--- src/rtl/fdiv_issue_arbiter.sv ---
// Round-robin issue arbiter sharing one non-stallable pipelined fdiv among NREQ requesters.
// Tags ride a fixed-latency pipe alongside the fdiv; results land in credit-gated FIFOs.
module fdiv_issue_arbiter #(
  parameter int unsigned NREQ  = 2,
  parameter int unsigned LAT   = 6,
  parameter int unsigned DEPTH = 4
) (
  input  logic                sys_clk,
  input  logic                rst,
  input  logic [NREQ-1:0]     req_valid,
  output logic [NREQ-1:0]     req_ready,
  input  logic [32*NREQ-1:0]  req_x1,
  input  logic [32*NREQ-1:0]  req_x2,
  output logic                fdiv_valid,
  output logic [31:0]         fdiv_x1,
  output logic [31:0]         fdiv_x2,
  input  logic                fdiv_out_valid,
  input  logic [31:0]         fdiv_y,
  input  logic                fdiv_ovf,
  input  logic                fdiv_unf,
  output logic [NREQ-1:0]     rsp_valid,
  input  logic [NREQ-1:0]     rsp_ready,
  output logic [32*NREQ-1:0]  rsp_y,
  output logic [NREQ-1:0]     rsp_ovf,
  output logic [NREQ-1:0]     rsp_unf,
  output logic                busy,
  output logic                tag_err
);
  localparam int unsigned IdW   = (NREQ > 1) ? $clog2(NREQ) : 1;
  localparam int unsigned CredW = $clog2(DEPTH + 1);
  localparam int unsigned PtrW  = (DEPTH > 1) ? $clog2(DEPTH) : 1;
  localparam int unsigned DrnW  = $clog2(LAT + 2);

  localparam logic [DrnW-1:0]  DrainInit = DrnW'(LAT + 1);
  localparam logic [DrnW-1:0]  DrnOne    = DrnW'(1);
  localparam logic [CredW-1:0] CredMax   = CredW'(DEPTH);
  localparam logic [CredW-1:0] CredOne   = CredW'(1);
  localparam logic [PtrW-1:0]  PtrLast   = PtrW'(DEPTH - 1);
  localparam logic [PtrW-1:0]  PtrOne    = PtrW'(1);
  localparam logic [IdW-1:0]   IdLast    = IdW'(NREQ - 1);
  localparam logic [IdW-1:0]   IdOne     = IdW'(1);

  logic [DrnW-1:0] drain_q;
  logic            drain;
  logic [IdW-1:0]  rr_q;
  logic [IdW-1:0]  iss_id_q;
  logic [LAT-1:0]  tv_q;
  logic [IdW-1:0]  tid_q [LAT];
  logic [NREQ-1:0] elig;
  logic [NREQ-1:0] cred_nz;
  logic            gnt_found;
  logic [IdW-1:0]  gnt_id;
  logic [IdW-1:0]  arb_id;
  logic            tail_v;
  logic [IdW-1:0]  tail_id;
  logic            push_any;
  logic            drop_any;
  logic            stray;

  assign drain    = (drain_q != '0);
  assign tail_v   = tv_q[LAT-1];
  assign tail_id  = tid_q[LAT-1];
  // While draining, anything leaving the fdiv belongs to a pre-reset op and is discarded.
  assign push_any = !drain && fdiv_out_valid && tail_v;
  assign drop_any = !drain && !fdiv_out_valid && tail_v;
  assign stray    = !drain && fdiv_out_valid && !tail_v;
  assign busy     = drain || (|cred_nz);

  always_comb begin
    gnt_found = 1'b0;
    gnt_id    = '0;
    arb_id    = '0;
    for (int unsigned k = 0; k < NREQ; k++) begin
      arb_id = IdW'((32'(rr_q) + k) % NREQ);
      if (!gnt_found && elig[arb_id]) begin
        gnt_found = 1'b1;
        gnt_id    = arb_id;
      end
    end
  end

  always_comb begin
    req_ready = '0;
    if (gnt_found) begin
      req_ready[gnt_id] = 1'b1;
    end
  end

  always_ff @(posedge sys_clk) begin
    if (rst) begin
      drain_q    <= DrainInit;
      rr_q       <= '0;
      fdiv_valid <= 1'b0;
      fdiv_x1    <= '0;
      fdiv_x2    <= '0;
      iss_id_q   <= '0;
      tv_q       <= '0;
      tag_err    <= 1'b0;
      for (int k = 0; k < LAT; k++) begin
        tid_q[k] <= '0;
      end
    end else begin
      if (drain) begin
        drain_q <= drain_q - DrnOne;
      end
      fdiv_valid <= gnt_found;
      if (gnt_found) begin
        fdiv_x1  <= req_x1[32*gnt_id +: 32];
        fdiv_x2  <= req_x2[32*gnt_id +: 32];
        iss_id_q <= gnt_id;
        rr_q     <= (gnt_id == IdLast) ? '0 : gnt_id + IdOne;
      end
      // Stage 0 follows the fdiv input register, so the tail lines up with fdiv_out_valid.
      tv_q[0]  <= fdiv_valid;
      tid_q[0] <= iss_id_q;
      for (int k = 1; k < LAT; k++) begin
        tv_q[k]  <= tv_q[k-1];
        tid_q[k] <= tid_q[k-1];
      end
      if (stray || drop_any) begin
        tag_err <= 1'b1;
      end
    end
  end

  for (genvar g = 0; g < NREQ; g++) begin : g_req
    logic [33:0]      mem_q [DEPTH];
    logic [PtrW-1:0]  wr_q;
    logic [PtrW-1:0]  rd_q;
    logic [CredW-1:0] cnt_q;
    logic [CredW-1:0] cred_q;
    logic [CredW-1:0] cred_d;
    logic             push;
    logic             pop;
    logic             inc;
    logic             drop;

    assign push       = push_any && (tail_id == IdW'(g));
    assign drop       = drop_any && (tail_id == IdW'(g));
    assign inc        = gnt_found && (gnt_id == IdW'(g));
    assign pop        = rsp_valid[g] && rsp_ready[g];
    assign rsp_valid[g] = (cnt_q != '0);
    assign {rsp_y[32*g +: 32], rsp_ovf[g], rsp_unf[g]} = mem_q[rd_q];
    assign elig[g]    = req_valid[g] && (cred_q < CredMax) && !drain;
    assign cred_nz[g] = (cred_q != '0);

    always_comb begin
      cred_d = cred_q;
      if (inc) begin
        cred_d = cred_d + CredOne;
      end
      if (pop) begin
        cred_d = cred_d - CredOne;
      end
      if (drop) begin
        cred_d = cred_d - CredOne;
      end
    end

    // Credits bound occupancy, so a push never finds the FIFO full without a same-cycle pop.
    always_ff @(posedge sys_clk) begin
      if (rst) begin
        wr_q   <= '0;
        rd_q   <= '0;
        cnt_q  <= '0;
        cred_q <= '0;
        for (int k = 0; k < DEPTH; k++) begin
          mem_q[k] <= '0;
        end
      end else begin
        cred_q <= cred_d;
        if (push) begin
          mem_q[wr_q] <= {fdiv_y, fdiv_ovf, fdiv_unf};
          wr_q        <= (wr_q == PtrLast) ? '0 : wr_q + PtrOne;
        end
        if (pop) begin
          rd_q <= (rd_q == PtrLast) ? '0 : rd_q + PtrOne;
        end
        if (push && !pop) begin
          cnt_q <= cnt_q + CredOne;
        end else if (pop && !push) begin
          cnt_q <= cnt_q - CredOne;
        end
      end
    end
  end

endmodule
--- config.mk ---
export PLATFORM = sky130hd
export DESIGN_NAME = fdiv_issue_arbiter
export DESIGN_NICKNAME = d
export VERILOG_FILES = /design/src/rtl/fdiv_issue_arbiter.sv
export SDC_FILE = /design/constraint.sdc
export NUM_CORES = 1
export LEC_CHECK = 0
export CAP_MARGIN = 20
export CORE_ASPECT_RATIO = 2
export CORE_UTILIZATION = 50
export DETAILED_ROUTE_END_ITERATION = 8
export DONT_BUFFER_PORTS = 1
export PLACE_DENSITY_LB_ADDON = 0.1
export SLEW_MARGIN = 10
export SYNTH_ARGS = -nofsm -noshare
export SYNTH_HDL_FRONTEND = slang
export SYNTH_SLANG_ARGS = --single-unit
--- constraint.sdc ---
create_clock -name sys_clk -period 3 [get_ports sys_clk]
set_input_delay 0.75 -clock sys_clk [delete_from_list [all_inputs] [get_ports sys_clk]]
set_output_delay 0.75 -clock sys_clk [all_outputs]
set_load 0.02 [all_outputs]
* Yosys cells after proc, flatten, opt, wreduce, memory -nomap -nowiden
Memory sizes are Yosys's and may differ from the RTL's. A register that Yosys moved wholly into a read port is not among the register bits.
Cells that the tools add are included.
** Cells by class
- $add $sub $neg :: 17
- Magnitude comparators :: 6
- Equality and inequality tests :: 4
- Shift operators :: 2
- Multiplexer cells :: 51
- Bitwise gates (word level) :: 8
- Reduce and logical (&&, ||, !) cells :: 43
** Operator list (count)
- $shiftx A64 B7 Y32 :: 2
- $mux W34 :: 2
- $reduce_or A34 Y1 :: 2
- $mux W3 :: 10
- $mux W1 :: 27
- $logic_and A1 B1 Y1 :: 23
- $mux W2 :: 11
- $sub A3 B1 Y3 const B :: 7
- $reduce_bool A3 Y1 :: 5
- $add A3 B1 Y3 const B :: 4
- $add A2 B1 Y2 const B :: 4
- $eq A2 B2 Y1 const B :: 4
- $logic_not A1 Y1 :: 8
- $lt A1 B2 Y1 const B :: 3
- $lt A3 B3 Y1 const B :: 2
- $or A1 B1 Y1 :: 6
- $reduce_bool A2 Y1 :: 2
- $add A1 B1 Y1 const B :: 2
- $logic_or A1 B1 Y1 :: 2
- $not A1 Y1 :: 2
- $reduce_or A2 Y1 :: 1
- $demux W1 S1 :: 1
- $ge A1 B1 Y1 const B :: 1
** Word-level totals
- Bits in registers :: 97
- Bits in writable memories :: 278
- Input port bits :: 169
- Output and inout bits :: 139
- Memories :: 3
** Memories
- g_req[0].mem_q :: words 4, width 34, rd ports 1, clocked after memory_dff 1, write ports 4, RTL line 127 : logic [33:0] mem_q [DEPTH];
- g_req[1].mem_q :: words 4, width 34, rd ports 1, clocked after memory_dff 1, write ports 4, RTL line 127
- tid_q :: words 6, width 1, rd ports 6, clocked after memory_dff 0, write ports 6, RTL line 48 : logic [IdW-1:0] tid_q [LAT];

* Depth between registers and ports, before layout
- Depth in word-level cells :: 16
- Depth in mapped cells :: 13
- Depth with buffers taken out :: 12

* Worst setup path before layout
OpenSTA, ideal clock, no wires.
- Kind :: input-to-reg
- Start point :: in req_valid[0]
- End point :: reg g_req[1].cred_q[2]
- Library setup time :: 121 ps
- Arrival time :: 2592 ps
- Data required time :: 2879 ps
- Path slack :: 288 ps
- Cell stages on the path :: 11
- Path through :: nor3b_1 > nor2_1 > clkbuf_1 > o21a_1 > ha_1 > nand2_1 > nand2_1 > ha_1 > nand3_1 > nor2_1 > mux2_2
** On the way
- Word-level cells in the longest chain between the ends :: 14
** Ends and longest elaborated chain
- start, declared :: RTL line 10 : input logic [NREQ-1:0] req_valid,
- $logic_and A1 B1 Y1 (*) (2 in a row) :: RTL line 144 : assign elig[g] = req_valid[g] && (cred_q < CredMax) && !drain;
- $mux W1 (not written as such) (2 in a row) :: RTL line 75 : if (!gnt_found && elig[arb_id]) begin
- $mux W1 :: RTL line 75
- $logic_not A1 Y1 :: RTL line 75
- $logic_and A1 B1 Y1 :: RTL line 75
- $mux W1 :: RTL line 75
- $logic_and A1 B1 Y1 (*) :: RTL line 140 : assign inc = gnt_found && (gnt_id == IdW'(g));
- $mux W3 (*) :: RTL line 149 : if (inc) begin
- $sub A3 B1 Y3 :: RTL line 153 : cred_d = cred_d - CredOne;
- $mux W3 (*) :: RTL line 152 : if (pop) begin
- $sub A3 B1 Y3 :: RTL line 156 : cred_d = cred_d - CredOne;
- $mux W3 (*) :: RTL line 155 : if (drop) begin
- end signal, assigned :: RTL line 171 : cred_q <= cred_d;
- end, declared :: RTL line 131 : logic [CredW-1:0] cred_q;
Every way passes the cells marked *; elsewhere a longest branch is shown, timed or not. The select of a mux whose other input is x is not followed.
A chain may end at the register's enable or synchronous reset.

* Final worst setup path
- Start point :: reg drain_q[0]
- End point :: out req_ready[0]
** On the way
- Word-level cells in the longest chain between the ends :: 14
** Ends and longest elaborated chain
- start, declared :: RTL line 43 : logic [DrnW-1:0] drain_q;
- start signal, assigned :: RTL line 91 : drain_q <= DrainInit;
- start signal, assigned :: RTL line 104 : drain_q <= drain_q - DrnOne;
- $reduce_bool A3 Y1 (*) :: RTL line 60 : assign drain = (drain_q != '0);
- $logic_not A1 Y1 (*) :: RTL line 144
- $logic_and A1 B1 Y1 :: RTL line 144
- $mux W1 (not written as such) (2 in a row) :: RTL line 75
- $mux W1 :: RTL line 75
- $logic_not A1 Y1 :: RTL line 75
- $logic_and A1 B1 Y1 :: RTL line 75
- $mux W1 :: RTL line 75
- $lt A1 B2 Y1 (not written as such) or $ge A1 B1 Y1 (tied branches) :: RTL line 85 : req_ready[gnt_id] = 1'b1;
- $logic_and A1 B1 Y1 (not written as such) :: RTL line 85
- $mux W1 (not written as such) :: RTL line 85
- $demux W1 S1 :: RTL line 85
- $mux W2 (*) :: RTL line 84 : if (gnt_found) begin
- end, declared :: RTL line 11 : output logic [NREQ-1:0] req_ready,
Marked as above.

==> metrics.csv <==
metric;value;unit
final hold violation count;0;
Synth Instances;1122;
clk_lat worst skew;530;ps
GP Congestion;0.868;
# hold bufs at CTS;0;
yosys warns;0;
IR Drop Worst-Case VDD;474;µV
PortBufs;0;
CP Buf/Inv Count;2;
slowest CP cell;clkbuf_8;
FF+latch count, synth;379;
simple-gate share of the synthesized area;16.1;%
fmax;0.366;GHz
min-delay src;rst;
Max Cap Viol;0;
P_leak;6.27;nW
1st-iter DRT viols;626;
Remaining Overflow, GRT;0;
vias in the first global route;9727;
worst rel slew slack;65.0;%
Reg clk slew, reported paths;60;ps
reg2reg end;g_req[0].cred_q[2];
die area;33100;µm²
syn_area_per_cell;14.4;µm²
switching power;2.13;mW
dpl cell area;16800;µm²
async set or reset register ratio after synthesis;0;%
main combinational cell family by area after synthesis;simple AND/OR/NAND/NOR gates;
worst setup path category;register to primary output;
Comb pwr share;2.7;%
cts bufs inserted;34;
Via density;5.84;
share of synthesized area spent on multiplexers;9.91;%
Filler cells;2565;
status;finished clean;
cell taking the most area after synthesis;edfxtp_1;
worst hold path type;primary input to register;
ys flop type;edfxtp_1;
Area Growth Syn to Fin;10.3;%
Compound-Gate Fraction of Synth Area;5.74;%
area share of the largest cell type after synthesis;50.5;%
Area contributors post-synth;edfxtp_1 50%, dfxtp_1 13%, and2_1 11%, mux4_2 9.5%, a222oi_1 4.0%;
Clock Skew;24.9;ps
Post-Route WL;36600;µm
flop2flop setup slack;390;ps
Seq pwr share;56.4;%
CTS max path bufs;3;
Synth top cells by count;273 x and2_1, 272 x edfxtp_1, 107 x dfxtp_1;
sequential share of the synthesized area;63.7;%
DRC Markers;0;
CTS tree;yes;
Post-Synth XOR/XNOR Area;0.541;%
Post-CTS Repair Setup Buffers;0;
CP cell instances;inv_1, ha_2, nand4bb_1, nor2_4, clkbuf_8;
Pint;8.14;mW
largest net degree at the start of global routing;125;
Final Cycle Share;91.2;%
core area;31700;µm²
top-level I/O count;308;
chip width;129;µm
CP peak stage delay;410;ps
reg2reg start;drain_q[0];
Initial Util;51.1;%
Total GRT Usage;22.9;%
worst slew pin tran;525;ps
CP Capture Type;primary output;
area share of fa/ha/maj cells after synthesis;1.48;%
syn nets;1309;
setup violators final;0;
Max Slew Vio Count;0;
initial antenna violation count;1;
setup TNS;0;ps
layout cell share with drive strength beyond 1;15.6;%
power per cell area;576;nW/µm²
Core Util, Final;56.4;%
CP top delay family;buffers and inverters;
Synth Cell Area;16200;µm²
first drt pass iteration count;8;
Worst EP arrival;1990;ps
Avg WL per Cell;23.5;µm
clk sinks;379;
Cells on Worst Hold Path;1;
hold_ws;307;ps
WHS Endpoint;fdiv_x1[28];
Chip Height;256;µm
H-Tree Depth;2;
Worst EP required;2250;ps
Post-synth EDFFs;272;
CP max FO;66;
R2R depth;12;
root buf cell;clkbuf_16;
Synth cell types;57;
CP startpoint kind;register;
via count;9090;
post-route cell area;17900;µm²
unrepaired setup endpoints after global routing;false;
first-pass GRT wire length;56200;µm
DRT antenna net count;0;
count leader, synth;and2_1;
switching portion of total power;20.8;%
crit path time final;2740;ps
FP Rows;92;
Post-DP HPWL;23700;µm
clock share of power;40.9;%
Final nets;1297;
placed cells by master (no fill, tap or decap), drive strengths merged, types with 5 or more instances in the layout:
| master | n |
|---|---|
| xor2 | 7 |
| clkbuf | 46 |
| nor2b | 15 |
| a21oi | 14 |
| inv | 13 |
| nand3 | 10 |
| dfxtp | 107 |
| ha | 16 |
| nor3 | 6 |
| or3 | 5 |
| or2 | 7 |
| clkinv | 13 |
| edfxtp | 272 |
| mux4 | 68 |
| and2 | 273 |
| mux2i | 5 |
| buf | 30 |
| a222oi | 64 |
| nor2 | 89 |
| o21ai | 9 |
| nand2 | 12 |
area by class of cell:
class | instances | area (µm²) | area share [%]
Antenna cell | 1 | 2.50 | 0.0140
Clock buffer | 44 | 971 | 5.44
Clock inverter | 14 | 77.6 | 0.434
Inverter | 12 | 45.0 | 0.252
Multi-Input combinational cell | 651 | 5500 | 30.8
Sequential cell | 379 | 10300 | 57.8
Tap cell | 423 | 529 | 2.96
Timing Repair Buffer | 32 | 415 | 2.33
through the flow:
| step | cells | power, mW | setup WS, ps |
|---|---|---|---|
| 5_1_grt | 1556 | 10.6 | 123 |
| 3_3_place_gp | 1496 | 6.19 | 336 |
| 6_report | 1556 | 10.3 | 264 |
| 4_1_cts | 1554 | 10.4 | 4.60 |
| 3_5_place_dp | 1496 | 6.20 | 288 |
| 2_1_floorplan | 1122 | 6.10 | 288 |
cell families (layout without fill, tap and decap cells):
| family | count (synthesis) | count (layout) |
|---|---|---|
| AOI/OAI and AO/OA | 108 | 108 |
| muxes | 75 | 75 |
| DFF | 379 | 379 |
| and+or+nand+nor | 440 | 440 |
| xor gates and xnor gates | 10 | 10 |
| buffers and inverters | 92 | 102 |
| other | 0 | 1 |
| adders and majority gates | 18 | 18 |
state kept, by name, summed over array words and instances (netlist names), named ones only:
| signal | cells |
|---|---|
| drain_q | 3 |
| fdiv_valid | 1 |
| fdiv_x1 | 32 |
| fdiv_x2 | 32 |
| g_req.cnt_q | 6 |
| g_req.cred_q | 6 |
| g_req.mem_q | 272 |
| g_req.rd_q | 4 |
| g_req.wr_q | 4 |
| iss_id_q | 1 |
| rr_q | 1 |
| tag_err | 1 |
| tid_q | 6 |
| tv_q | 6 |
metal layers:
| metal | vias up | track usage, % | wire, µm |
|---|---|---|---|
| met5 | - | 0 | 0 |
| met2 | 350 | 45.5 | 21200 |
| met4 | 0 | 9.38 | 1340 |
| li1 | 4177 | - | - |
| met3 | 69 | 4.49 | 2160 |
| met1 | 4494 | 22.0 | 11900 |
power by group through the flow:
stage | clock, mW | combinational (mW) | sequential [mW]
2_1_floorplan | 0 | 0.210 | 5.89
3_3_place_gp | 0 | 0.284 | 5.90
3_5_place_dp | 0 | 0.286 | 5.91
4_1_cts | 4.30 | 0.286 | 5.80
5_1_grt | 4.46 | 0.297 | 5.81
6_report | 4.20 | 0.280 | 5.80
timing repair:
item                       CTS  global route
cloned                       0             0
setup endpoints to repair    1             2
gates resized for setup      1             4
worst reg2reg max path, stage by stage, from the launching register on:
cell       delay [ps]
dfxtp_1           290
inv_1             100
ha_2              310
nand4bb_1         200
o21ai_0           360
and2_1            260
ha_1              270
nand2_1            70
nand2_1            60
ha_1              220
nand3_1            80
nor2_1             40
mux2_2            250
worst max path at each step:
stage / from / endpoint / slack, ps / cells past startpoint
2_1_floorplan: req_valid[0] / g_req[1].cred_q[2] / 290 / 11
3_3_place_gp: req_valid[0] / g_req[1].cred_q[2] / 340 / 10
3_5_place_dp: drain_q[0] / g_req[0].cred_q[2] / 290 / 12
4_1_cts: drain_q[0] / req_ready[0] / 5 / 5
5_1_grt: drain_q[0] / req_ready[1] / 120 / 5
6_report: drain_q[0] / req_ready[0] / 260 / 5
No activity file was read; power rests on OpenSTA's default activity.
==> patch 1: new RTL, same flow settings <==
Register the input `fdiv_y` before use, cleared by the reset. The logic sees it one clock later. The other inputs are not delayed to match.
--- a/src/rtl/fdiv_issue_arbiter.sv
+++ b/src/rtl/fdiv_issue_arbiter.sv
@@ -39,6 +39,16 @@
   localparam logic [PtrW-1:0]  PtrOne    = PtrW'(1);
   localparam logic [IdW-1:0]   IdLast    = IdW'(NREQ - 1);
   localparam logic [IdW-1:0]   IdOne     = IdW'(1);
+
+  logic [31:0] fdiv_y_q;
+
+  always_ff @(posedge sys_clk) begin
+    if (rst) begin
+      fdiv_y_q <= '0;
+    end else begin
+      fdiv_y_q <= fdiv_y;
+    end
+  end
 
   logic [DrnW-1:0] drain_q;
   logic            drain;
@@ -170,7 +180,7 @@
       end else begin
         cred_q <= cred_d;
         if (push) begin
-          mem_q[wr_q] <= {fdiv_y, fdiv_ovf, fdiv_unf};
+          mem_q[wr_q] <= {fdiv_y_q, fdiv_ovf, fdiv_unf};
           wr_q        <= (wr_q == PtrLast) ? '0 : wr_q + PtrOne;
         end
         if (pop) begin
Function: no difference found for any inputs over 4 cycles, from zero or initial values and one cycle with rst high; that may be too few to reach the edited logic, so the function may still have changed.
==> patch 1 against the unedited design <==
  * Wire length up 3.1%
  * Total power up 12%
  * Clock skew down 14 ps
  * Worst setup slack worse by 62 ps
  * Cell area up 6.3%
  * Area after synthesis up 6.0%
  * Sequential power up 8.1%
  * Sequential cell count up 32
  * Critical path type unchanged
  * Largest power group unchanged
==> patch 1: results (changes against the unedited design) <==
| Metric | Value |
|---|---|
| Mean Syn Cell Area | 14.40 sq um (-0.17%) |
| Outcome | finished, final reports clean |
| Syn Nets | 1,378 (+5.3%) |
| 1st-pass router iterations | 8 (unchanged) |
| Synth Area in Compound Gates | 5.391% (-0.35 points) |
| Root buf cell | clkbuf_16 |
| Top cells by count, synth | and2_1 (273), edfxtp_1 (272), dfxtp_1 (139) |
| GRT Overall Usage | 21.74% (-1.2 points) |
| Share of cells above drive strength 1 | 15.90% (+0.26 points) |
| Worst slew margin | 32.29% (-33 points) |
| Crit-path slowest cell | ha_1 |
| Proportion of synthesized area in mux cells | 9.411% (-0.50 points) |
| Post-synth ARST share | 0% (unchanged) |
| Post-placement cell area | 0.01772 sq mm (+5.7%) |
| Max Clk Rate | 357.4 MHz (-2.2%) |
| Clk Latency, worst-skew pair | 530 ps (about the same) |
| First-pass GRT wire length | 57,110 um (+1.6%) |
| Max reg flops | 272 (unchanged) |
| Xor and xnor area share after synthesis | 0.4596% (-0.082 points) |
| Worst setup path startpoint | drain_q[0]$_SDFFE_PP1P_ |
| CTS Buf Count | 37 (+8.8%) |
| Pre-CTS setup slack | 366.1 ps (+78.38 ps) |
| Main synth FF type | edfxtp_1 |
| Clock skew | 10.47 ps (-14.42 ps) |
| Max-Cap Viols | 0 (unchanged) |
| Critical path's largest stage delay | 380 ps (-30 ps) |
| Largest net degree at the start of global routing | 155 (+24%) |
| Post-synthesis sequential area ratio | 63.85% (+0.15 points) |
| H-tree depth | 2 (unchanged) |
| Synth unique cells | 60 (+5.3%) |
| Synth top area cells | edfxtp_1 (48%), dfxtp_1 (16%), and2_1 (10%), mux4_2 (8.9%), a222oi_1 (3.7%) |
| Leak | 6.716 nW (+7.1%) |
| Worst setup endpoint | req_ready[1] |
| CP max FO | 66 (unchanged) |
| Clk pin slew, worst setup/hold paths | 70 ps |
| Antenna cells | 0 (-1) |
| Vias per Instance | 5.775 (-1.2%) |
| Initial antenna violation count | 0 (-1) |
| R2R cell count | 12 (unchanged) |
| DR iter-0 viols | 630 (+0.64%) |
| R2R Setup Slk | 340 ps (-50 ps) |
| Vias in the first global route | 9,802 (+0.77%) |
| Fillers | 2,710 (+5.7%) |
| Detail-routed net length per standard cell | 22.87 um (-2.8%) |
| Max VDD drop | 0.3699 mV (-22%) |
| Largest reg by FF count | g_req.mem_q |
| Critical Path AT | 2050 ps (+60 ps) |
| Gpl congestion | 0.7625 (-12%) |
| Placed cells | 1,585 (+5.9%) |
| Detailed-placement wirelength estimate | 23,680 um (about the same) |
| WHS | 297.3 ps (-9.685 ps) |
| Total routed wirelength | 37,730 um (+3.1%) |
| Port buffer count | 0 (unchanged) |
| Worst min path class | input port to register |
| Post-Synth Adder-Cell Area | 1.401% (-0.084 points) |
| Post-synth EDFFs | 272 (unchanged) |
patch 1: how the worst min path moves through the flow:
stage                               end  cells after the start
2_1_floorplan    tid_q[0][1]$_SDFF_PP0_                      1
3_3_place_gp     tid_q[0][2]$_SDFF_PP0_                      1
3_5_place_dp     tid_q[0][4]$_SDFF_PP0_                      1
4_1_cts        fdiv_x2[25]$_SDFFE_PP0P_                      1
5_1_grt        fdiv_x2[19]$_SDFFE_PP0P_                      1
6_report       fdiv_x2[18]$_SDFFE_PP0P_                      1
patch 1: cell families (layout without fill, tap and decap cells):
kind of cell    Yosys count  count (layout)
xor+xnor                  9               9
buf+inv                  94             117
mux                      76              76
simple gates            477             477
fa+ha+maj                18              18
compound gates          106             106
flops                   411             411
patch 1: layout make-up:
class	instances	area, sq um	area share [%]
clock buffer	49	1023	5.394
tap	436	545.5	2.875
timing repair buffer	40	437.9	2.308
sequential	411	10960	57.74
inverter	12	45.04	0.2374
multi-input combinational	686	5749	30.30
clock inverter	16	217.7	1.147
patch 1: layer usage:
| metal | part of all wire [%] | wire length [um] | global-route usage (%) | vias up |
|---|---|---|---|---|
| met3 | 5.2 | 1978 | 3.531 | 65 |
| met1 | 35 | 13160 | 22.97 | 4708 |
| met2 | 57 | 21500 | 42.31 | 345 |
| met5 | 0 | 0 | 0 | - |
| met4 | 2.9 | 1091 | 7.891 | 0 |
| li1 | - | - | - | 4410 |
patch 1: where the power goes:
group          total (mW)  switching, mW  internal, mW  leakage, nW
logic               0.323          0.206         0.117         2.25
clock network        4.89           2.04          2.85        0.611
registers            6.27         0.0836          6.19         3.85
patch 1: worst max-delay path, delay by kind of cell (launching register included):
family / cells / cell delay (ps)
DFF: 1 / 310
and+or+nand+nor: 2 / 450
adders and majority gates: 1 / 380
buffers and inverters: 2 / 380
patch 1: timing repair:
action,CTS,global route
setup buffers,0,0
cloned,0,0
gates resized for setup,1,3
endpoints found under the setup margin,1,1
==> patch 2: new RTL, same flow settings <==
Without the edit above. The parameter `DEPTH` goes from 4 to 8.
--- a/src/rtl/fdiv_issue_arbiter.sv
+++ b/src/rtl/fdiv_issue_arbiter.sv
@@ -3,7 +3,7 @@
 module fdiv_issue_arbiter #(
   parameter int unsigned NREQ  = 2,
   parameter int unsigned LAT   = 6,
-  parameter int unsigned DEPTH = 4
+  parameter int unsigned DEPTH = 8
 ) (
   input  logic                sys_clk,
   input  logic                rst,
Behaviour: same outputs for any inputs over 4 cycles, from zero or initial values and one cycle with rst high; that may be too few to reach the edited logic, so the function may still have changed.
==> patch 2 against the unedited design <==
  * The run now ends with negative setup slack left
  * Core utilization increased by 0.75 points
  * Wire length increased by 110%
  * Worst hold slack got worse by 94 ps
  * Cell area increased by 89%
  * Sequential cell count increased by 282
  * Worst setup slack got worse by 270 ps
  * Sequential share of layout area decreased by 2.3 points
  * Critical path depth decreased by 1
  * Fmax decreased by 9.1%
  * Sequential power increased by 79%
  * Total power increased by 79%
  * Area after synthesis increased by 84%
==> patch 2: results (changes against the unedited design) <==
| Metric | Value |
|---|---|
| Seq cells | 661 (+74%) |
| Failing checks | negative setup slack |
| Antenna cells | 2 (+1) |
| Largest net degree at the start of global routing | 122 (-2.4%) |
| Non-clock buffers | 107 (+230%) |
| Area occupied by multi-input gates | 0.01073 sq mm (+95%) |
| Final worst slack | -9.005 ps (-273.2 ps) |
| Layout buffering overhead excluding clock cells | 4.121% (+1.8 points) |
| ClkCell Share | 5.510% (-0.36 points) |
| Synthesized instance count | 2,102 (+87%) |
| Placed cells | 2,783 (+86%) |
| Clk Latency, worst-skew pair | 620 ps (+90 ps) |
| Fillers | 4,657 (+82%) |
| Syn Nets | 2,297 (+75%) |
| Vias in the first global route | 17,761 (+83%) |
| Comb_multi_in | 1,251 (+92%) |
| Share of cells above drive strength 1 | 21.18% (+5.5 points) |
| Outcome | complete, but fails checks |
| Worst Tran Pin Value | 881.3 ps (+356.1 ps) |
| Initial antenna violation count | 2 (+1) |
| Clock buffers | 76 (+73%) |
| DR iter-0 viols | 1,254 (+100%) |
| CP max FO | 6 (-91%) |
| CTS Buf Count | 57 (+68%) |
| Post-synth EDFFs | 544 (+100%) |
| Clock skew | 19.19 ps (-5.700 ps) |
| Final Setup Violations | 4 (+4) |
| Metal-1 WL | 25,400 um (+110%) |
| Post-placement cell area | 0.03110 sq mm (+85%) |
| Synth top area cells | edfxtp_1 (55%), and2_1 (11%), mux4_2 (10%), dfxtp_1 (7.9%), mux2_2 (2.7%) |
| Cts repair resizes | 71 (+70) |
| First-pass GRT wire length | 112,800 um (+100%) |
| Wire length on met3 | 3937 um (+82%) |
| Total routed wirelength | 76,630 um (+110%) |
| Signal inverters | 18 (+6) |
| Leak | 11.77 nW (+88%) |
| Taps Inserted | 768 (+82%) |
| Detailed-placement wirelength estimate | 48,980 um (+110%) |
| Top cells by count, synth | and2_1 (544), edfxtp_1 (544), nand2_1 (149) |
| GRT Overall Usage | 25.43% (+2.5 points) |
| Via count | 16,877 (+86%) |
## patch 2: worst paths after layout
path / from / endpoint / slack [ps] / depth (start not counted)
max: register / rsp_y[37] / -9 / 4
min: rst / tv_q[1]$_SDFF_PP0_ / 210 / 1
max reg2reg: drain_q[0]$_SDFFE_PP1P_ / g_req[0].cnt_q[3]$_SDFFE_PP0P_ / 220 / 13
min reg2reg: tv_q[0]$_SDFF_PP0_ / tv_q[1]$_SDFF_PP0_ / 440 / 1
## patch 2: per-stage QoR
stage / utilization [%] / hold WS [ps] / power [mW] / setup WS, ps
after global placement: 52.75 / 420.4 / 11.10 / 104.5
after CTS: 56.87 / 190.7 / 18.53 / -68.83
after global routing: 57.16 / 185.7 / 18.87 / -61.20
after floorplan: - / 413.8 / 10.92 / -511.5
after detailed placement: 52.75 / 427.8 / 11.13 / 56.38
final: 57.16 / 212.5 / 18.39 / -9.005
## patch 2: kinds of logic after synthesis
kind of cell               count (synthesis)  synth area share [%]
and+or+nand+nor                          871                 16.59
adders and majority gates                 26                 1.142
AOI/OAI and AO/OA                        120                 3.072
xor gates and xnor gates                  20                0.7260
DFF                                      661                 62.65
buffers and inverters                    190                 2.627
muxes                                    214                 13.19
## patch 2: layer usage
layer | up-vias | global-route usage, %
met2 | 536 | 51.71
met3 | 101 | 4.118
met5 | - | 0
li1 | 7603 | -
met1 | 8637 | 25.65
met4 | 0 | 7.524
## patch 2: worst max-delay path: stages (launching register included)
cell	delay (ps)
dfxtp_4	470
buf_8	170
buf_12	150
mux4_2	530
mux2_4	330
## patch 2: power by group
group | internal, mW | total, mW | switching, mW
clock | 4.08 | 7.45 | 3.36
combinational | 0.231 | 0.586 | 0.355
sequential | 10.2 | 10.4 | 0.110
total | 14.6 | 18.4 | 3.83
